`src/rtl/debounce_pulse_if.sv`:
```
// Conditioned-input bundle: the raw bouncy input and everything the debouncer
// reports back (clean level, edge pulses, busy flag, accepted-edge count).
interface debounce_pulse_if;
  logic       raw_in;
  logic       level;
  logic       rise;
  logic       fall;
  logic       busy;
  logic [7:0] edge_count;

  modport master (
    output raw_in,
    input  level, rise, fall, busy, edge_count
  );

  modport slave (
    input  raw_in,
    output level, rise, fall, busy, edge_count
  );
endinterface

```
`src/rtl/debounce_pulse.sv`:
```
// Two-flop synchroniser plus a four-state qualifier: a new input value must be
// seen for STABLE_CYCLES consecutive samples before level, rise/fall and edge_count move.
module debounce_pulse #(
  parameter int unsigned STABLE_CYCLES = 4,
  parameter int unsigned CNT_W         = 16
) (
  input logic              clk,
  input logic              reset,
  debounce_pulse_if.slave  dp
);

  localparam logic [1:0] LOW    = 2'd0;
  localparam logic [1:0] WAIT_H = 2'd1;
  localparam logic [1:0] HIGH   = 2'd2;
  localparam logic [1:0] WAIT_L = 2'd3;

  localparam logic [CNT_W-1:0] LAST = CNT_W'(STABLE_CYCLES - 1);

  logic             sync1;
  logic             s;
  logic [1:0]       state;
  logic [1:0]       state_nxt;
  logic [CNT_W-1:0] cnt;
  logic [CNT_W-1:0] cnt_nxt;
  logic             qual_rise;
  logic             qual_fall;
  logic             level_q;
  logic             rise_q;
  logic             fall_q;
  logic             busy_q;
  logic [7:0]       edge_count_q;

  always_comb begin
    state_nxt = state;
    cnt_nxt   = cnt;
    qual_rise = 1'b0;
    qual_fall = 1'b0;
    case (state)
      LOW: begin
        if (s) begin
          state_nxt = WAIT_H;
          cnt_nxt   = '0;
        end
      end
      WAIT_H: begin
        // Bounce check takes priority over qualification on the final sample.
        if (!s) begin
          state_nxt = LOW;
          cnt_nxt   = '0;
        end else if (cnt == LAST) begin
          state_nxt = HIGH;
          qual_rise = 1'b1;
        end else begin
          cnt_nxt = cnt + CNT_W'(1);
        end
      end
      HIGH: begin
        if (!s) begin
          state_nxt = WAIT_L;
          cnt_nxt   = '0;
        end
      end
      WAIT_L: begin
        if (s) begin
          state_nxt = HIGH;
          cnt_nxt   = '0;
        end else if (cnt == LAST) begin
          state_nxt = LOW;
          qual_fall = 1'b1;
        end else begin
          cnt_nxt = cnt + CNT_W'(1);
        end
      end
      default: begin
        state_nxt = LOW;
        cnt_nxt   = '0;
      end
    endcase
  end

  always_ff @(posedge clk or posedge reset) begin
    if (reset) begin
      sync1        <= 1'b0;
      s            <= 1'b0;
      state        <= LOW;
      cnt          <= '0;
      level_q      <= 1'b0;
      rise_q       <= 1'b0;
      fall_q       <= 1'b0;
      busy_q       <= 1'b0;
      edge_count_q <= '0;
    end else begin
      sync1   <= dp.raw_in;
      s       <= sync1;
      state   <= state_nxt;
      cnt     <= cnt_nxt;
      rise_q  <= qual_rise;
      fall_q  <= qual_fall;
      busy_q  <= (state_nxt == WAIT_H) || (state_nxt == WAIT_L);
      if (qual_rise) level_q <= 1'b1;
      if (qual_fall) level_q <= 1'b0;
      if (qual_rise || qual_fall) edge_count_q <= edge_count_q + 8'd1;
    end
  end

  assign dp.level      = level_q;
  assign dp.rise       = rise_q;
  assign dp.fall       = fall_q;
  assign dp.busy       = busy_q;
  assign dp.edge_count = edge_count_q;

endmodule

```
`src/flat_wrapper.sv`:
```
// flat-port wrapper written by rule: the top's interface ports become plain ports
module debounce_pulse_flat 
#(
  parameter int unsigned STABLE_CYCLES = 4,
  parameter int unsigned CNT_W         = 16
)
  (clk, reset, dp_raw_in, dp_level, dp_rise, dp_fall, dp_busy, dp_edge_count);
  debounce_pulse_if dp_i ();
  input logic clk;
  input logic reset;
  input wire logic [$bits(dp_i.raw_in)-1:0] dp_raw_in;
  output wire logic [$bits(dp_i.level)-1:0] dp_level;
  output wire logic [$bits(dp_i.rise)-1:0] dp_rise;
  output wire logic [$bits(dp_i.fall)-1:0] dp_fall;
  output wire logic [$bits(dp_i.busy)-1:0] dp_busy;
  output wire logic [$bits(dp_i.edge_count)-1:0] dp_edge_count;
  assign dp_i.raw_in = dp_raw_in;
  assign dp_level = dp_i.level;
  assign dp_rise = dp_i.rise;
  assign dp_fall = dp_i.fall;
  assign dp_busy = dp_i.busy;
  assign dp_edge_count = dp_i.edge_count;
  debounce_pulse #(.STABLE_CYCLES(STABLE_CYCLES), .CNT_W(CNT_W)) u_core (.clk(clk), .reset(reset), .dp(dp_i));
endmodule
```
`config.mk`:
```
export PLATFORM = sky130hd
export DESIGN_NAME = debounce_pulse_flat
export DESIGN_NICKNAME = d
export VERILOG_FILES = /design/src/rtl/debounce_pulse_if.sv /design/src/rtl/debounce_pulse.sv /design/src/flat_wrapper.sv
export SDC_FILE = /design/constraint.sdc
export NUM_CORES = 1
export LEC_CHECK = 0
export BUFFER_PORTS_ARGS = -buffer_cell sky130_fd_sc_hd__clkbuf_2
export CAP_MARGIN = 25
export CORE_MARGIN = 4
export CORE_UTILIZATION = 35
export DETAILED_ROUTE_END_ITERATION = 10
export SKIP_CTS_REPAIR_TIMING = 1
export SYNTH_ARGS = -nofsm -noshare
export SYNTH_HDL_FRONTEND = slang
export SYNTH_SLANG_ARGS = --single-unit
```
`constraint.sdc`:
```
create_clock -name clk -period 1.9 [get_ports clk]
set_input_delay 0.38 -clock clk [delete_from_list [all_inputs] [get_ports clk]]
set_output_delay 0.38 -clock clk [all_outputs]
set_load 0.005 [all_outputs]
```
==> Implementation_results.wiki <==
{| class="wikitable"
! Metric !! Value
|-
| Max-Slew Margin vs Limit || 69.9%
|-
| Routed wire per std cell || 14.6 um
|-
| Fin worst setup slack || 36.8 ps
|-
| Number of rows in the core area || 24
|-
| Worst path max stage delay || 450 ps
|-
| Max-cap violation count || 0
|-
| Clock tree skew after final layout || 10.9 ps
|-
| Final #Nets || 197
|-
| Share of the synthesized area in the top cell type || 51.0%
|-
| Leading cell types by count after synthesis || dfrtp_1, nor2_1, xor2_1
|-
| Yosys Warn Count || 0
|-
| Starting density of the core || 36.0%
|-
| Final core area utilization || 45.4%
|-
| Average vias per placed instance || 5.32
|-
| First-pass GRT wire length || 5.86 mm
|-
| Number of standard cells after synthesis || 152
|-
| Tightest Hold Check Type || in -> async
|-
| Number of buffers inserted during clock tree synthesis || 5
|-
| Period Utilization, post-route || 98.1%
|-
| Share of synthesized area occupied by flip-flops and latches || 51.0%
|-
| Top cell by count, worst path || buf_4
|-
| CTS Root Buffer Type || clkbuf_8
|-
| TritonCTS clock tree || done
|-
| Share of async-settable or async-resettable flops after synthesis || 100%
|-
| Power density over the cells || 963 nW/um2
|-
| Number of storage elements in the synthesis netlist || 32
|-
| Most repeated cell in the gate-level netlist after synthesis || dfrtp_1
|-
| Port buffer count || 14
|-
| Top FF cell, synth || dfrtp_1
|-
| Critical path class || reg -> reg
|-
| Final HPWL DP || 2.58 mm
|-
| EDFF count, synth || 0
|-
| Area of the mapped netlist || 1570 um2
|-
| Standard cell with the maximum stage delay on the critical path || nor4_1
|-
| Number of detailed-route iterations in the first pass || 4
|-
| Static leakage || 0.000922 uW
|-
| Maximum number of pins on one net before global-route repair || 33
|-
| Maximum level of the CTS H-tree || 2
|-
| Ranking of synthesized cells by area || dfrtp_1, xor2_1, xnor2_1
|-
| Clock latency reported for the late side of the worst-skew pair || 290 ps
|-
| Highest attainable clock frequency || 537 MHz
|-
| Number of global-route vias before repair || 1284
|-
| Height of the die || 75.0 um
|-
| Avg Cell Area, Syn || 10.3 um2
|-
| VDD IR max || 0.572 mV
|-
| Final count of pins violating max slew || 0
|-
| Shortest period the worst path allows || 1860 ps
|-
| Worst setup slack after placement || 27.0 ps
|-
| GRT Total Usage || 14.2%
|-
| Critical path cell sequence || nor4_1 > nand4_1 > buf_4 > buf_4 > nor3_1 > xor2_1
|-
| Type of destination of the critical path || flop
|-
| Worst Path Arrival || 2070 ps
|-
| Ports || 15
|-
| Number of distinct standard cells referenced by the synthesized netlist || 36
|-
| Kind of launch point of the worst setup path || flop
|-
| Largest delay contributor family on the critical path || simple AND/OR/NAND/NOR gates
|-
| Net count after synthesis || 157
|-
| Number of antenna-violating nets in the routed design || 0
|-
| Count of buffering cells on the critical path with inverters included || 2
|-
| Total global routing overflow || 0
|-
| Detailed-route via count || 1304
|-
| Final routed wirelength across all metal layers || 3.57 mm
|-
| Layout cells sized above 1 || 28.5%
|-
| Crit Path Max Fanout || 5
|-
| Total die area || 5620 um2
|-
| Final hold violation count || 0
|-
| Outcome || completed
|-
| Library cell occupying the most area in the post-synthesis netlist || dfrtp_1
|-
| First-iteration detailed-routing DRC count || 118
|-
| Post-route worst hold slack || 139 ps
|-
| Largest buffer count on any clock path || 2
|-
| Clock transition time at the flip-flop clock pins of the worst setup and hold paths || 80 ps
|-
| Final setup viols || 0
|-
| Number of clock sinks || 32
|-
| Width of the die || 75.0 um
|-
| Residual DRC || 0
|-
| Number of antenna violations at the first check in global routing || 0
|-
| Critical path required time || 2110 ps
|-
| Area inside the core boundary || 4350 um2
|-
| Antenna diode count || 0
|-
| Area added between synthesis and finish || 25.9%
|-
| Slew @ Worst Pin || 447 ps
|-
| Final RePlAce weighted congestion || 0.886
|}
[kinds of logic (layout without fill, tap and decap cells)]
| group | Yosys count | after routing | share of synthesized area (%) |
|---|---|---|---|
| compound gates | 21 | 21 | 8.29 |
| xor+xnor | 17 | 17 | 9.49 |
| fa+ha+maj | 2 | 2 | 1.59 |
| buf+inv | 10 | 51 | 2.55 |
| flops | 32 | 32 | 51.0 |
| mux | 4 | 4 | 2.79 |
| simple gates | 66 | 66 | 24.2 |
[tightest hold or removal path: stages]
cell and delay (ps):
clkbuf_2 80, inv_1 40, buf_4 350
[power by group]
part	switching, uW	internal [uW]
Clock	268	259
Combinational	299	250
Sequential	81.9	744
[routing by layer]
layer / routed length (um) / vias up / GRT usage (%) / share of wire, %
met5: 0 / - / 0 / 0
met4: 66 / 0 / 5.14 / 1.8
met3: 139 / 7 / 5.74 / 3.9
met2: 1770 / 32 / 22.5 / 50
met1: 1590 / 632 / 17.4 / 45
li1: - / 633 / - / -
[through the flow]
stage                     total power (uW)  cells  cell area [um2]  setup TNS [ps]
after floorplan                       1140    152             1570               0
after global placement                1350    236             1860               0
after detailed placement              1380    236             1860               0
after CTS                             1910    244             1950           -15.6
after global routing                  2040    245             1980            -108
final                                 1900    245             1980               0
[final cells by class]
| class | instances | area (um2) |
|---|---|---|
| Inverter | 5 | 18.8 |
| Clock buffer | 5 | 68.8 |
| Multi-Input combinational cell | 110 | 748 |
| Fill cell | 402 | 2380 |
| Sequential cell | 32 | 801 |
| Clock inverter | 3 | 23.8 |
| Timing Repair Buffer | 38 | 250 |
| Tap cell | 52 | 65.1 |
[placed cells by master, fill, tap and decap left out, types with 3 or more instances in the layout]
master and count:
clkbuf_2 14, o21ai_0 8, xor2_1 10, nor4_1 6
mux2_2 3, nand2b_1 3, and4_1 3, clkbuf_8 5
inv_1 5, nor2_1 10, nor3_1 6, a22o_1 3
a21oi_1 4, xnor2_1 7, dfrtp_1 32, nand3_1 8
nand2_1 7, buf_4 24, nand4_1 5
[registers in the layout, summed over array words and instances, names as in the netlist]
name and flops:
u_core.cnt 16, u_core.dp.busy 1, u_core.dp.edge_count 8, u_core.dp.fall 1, u_core.dp.level 1, u_core.dp.rise 1
u_core.s 1, u_core.state 2, u_core.sync1 1
[path summary, 6_finish.rpt]
path | start | endpoint | cells past startpoint | slack (ps)
max reg2reg | u_core.cnt[6] | u_core.dp.edge_count[4] | 6 | 40
min | reset | u_core.dp.level | 3 | 140
max in group asynchronous | reset | u_core.cnt[13] | 3 | 1450
min in group clk | dp_raw_in | u_core.sync1 | 1 | 190
min reg2reg | u_core.sync1 | u_core.s | 0 | 370
max | u_core.cnt[6] | u_core.dp.edge_count[4] | 6 | 40
No activity file was read; power rests on OpenSTA's default activity.
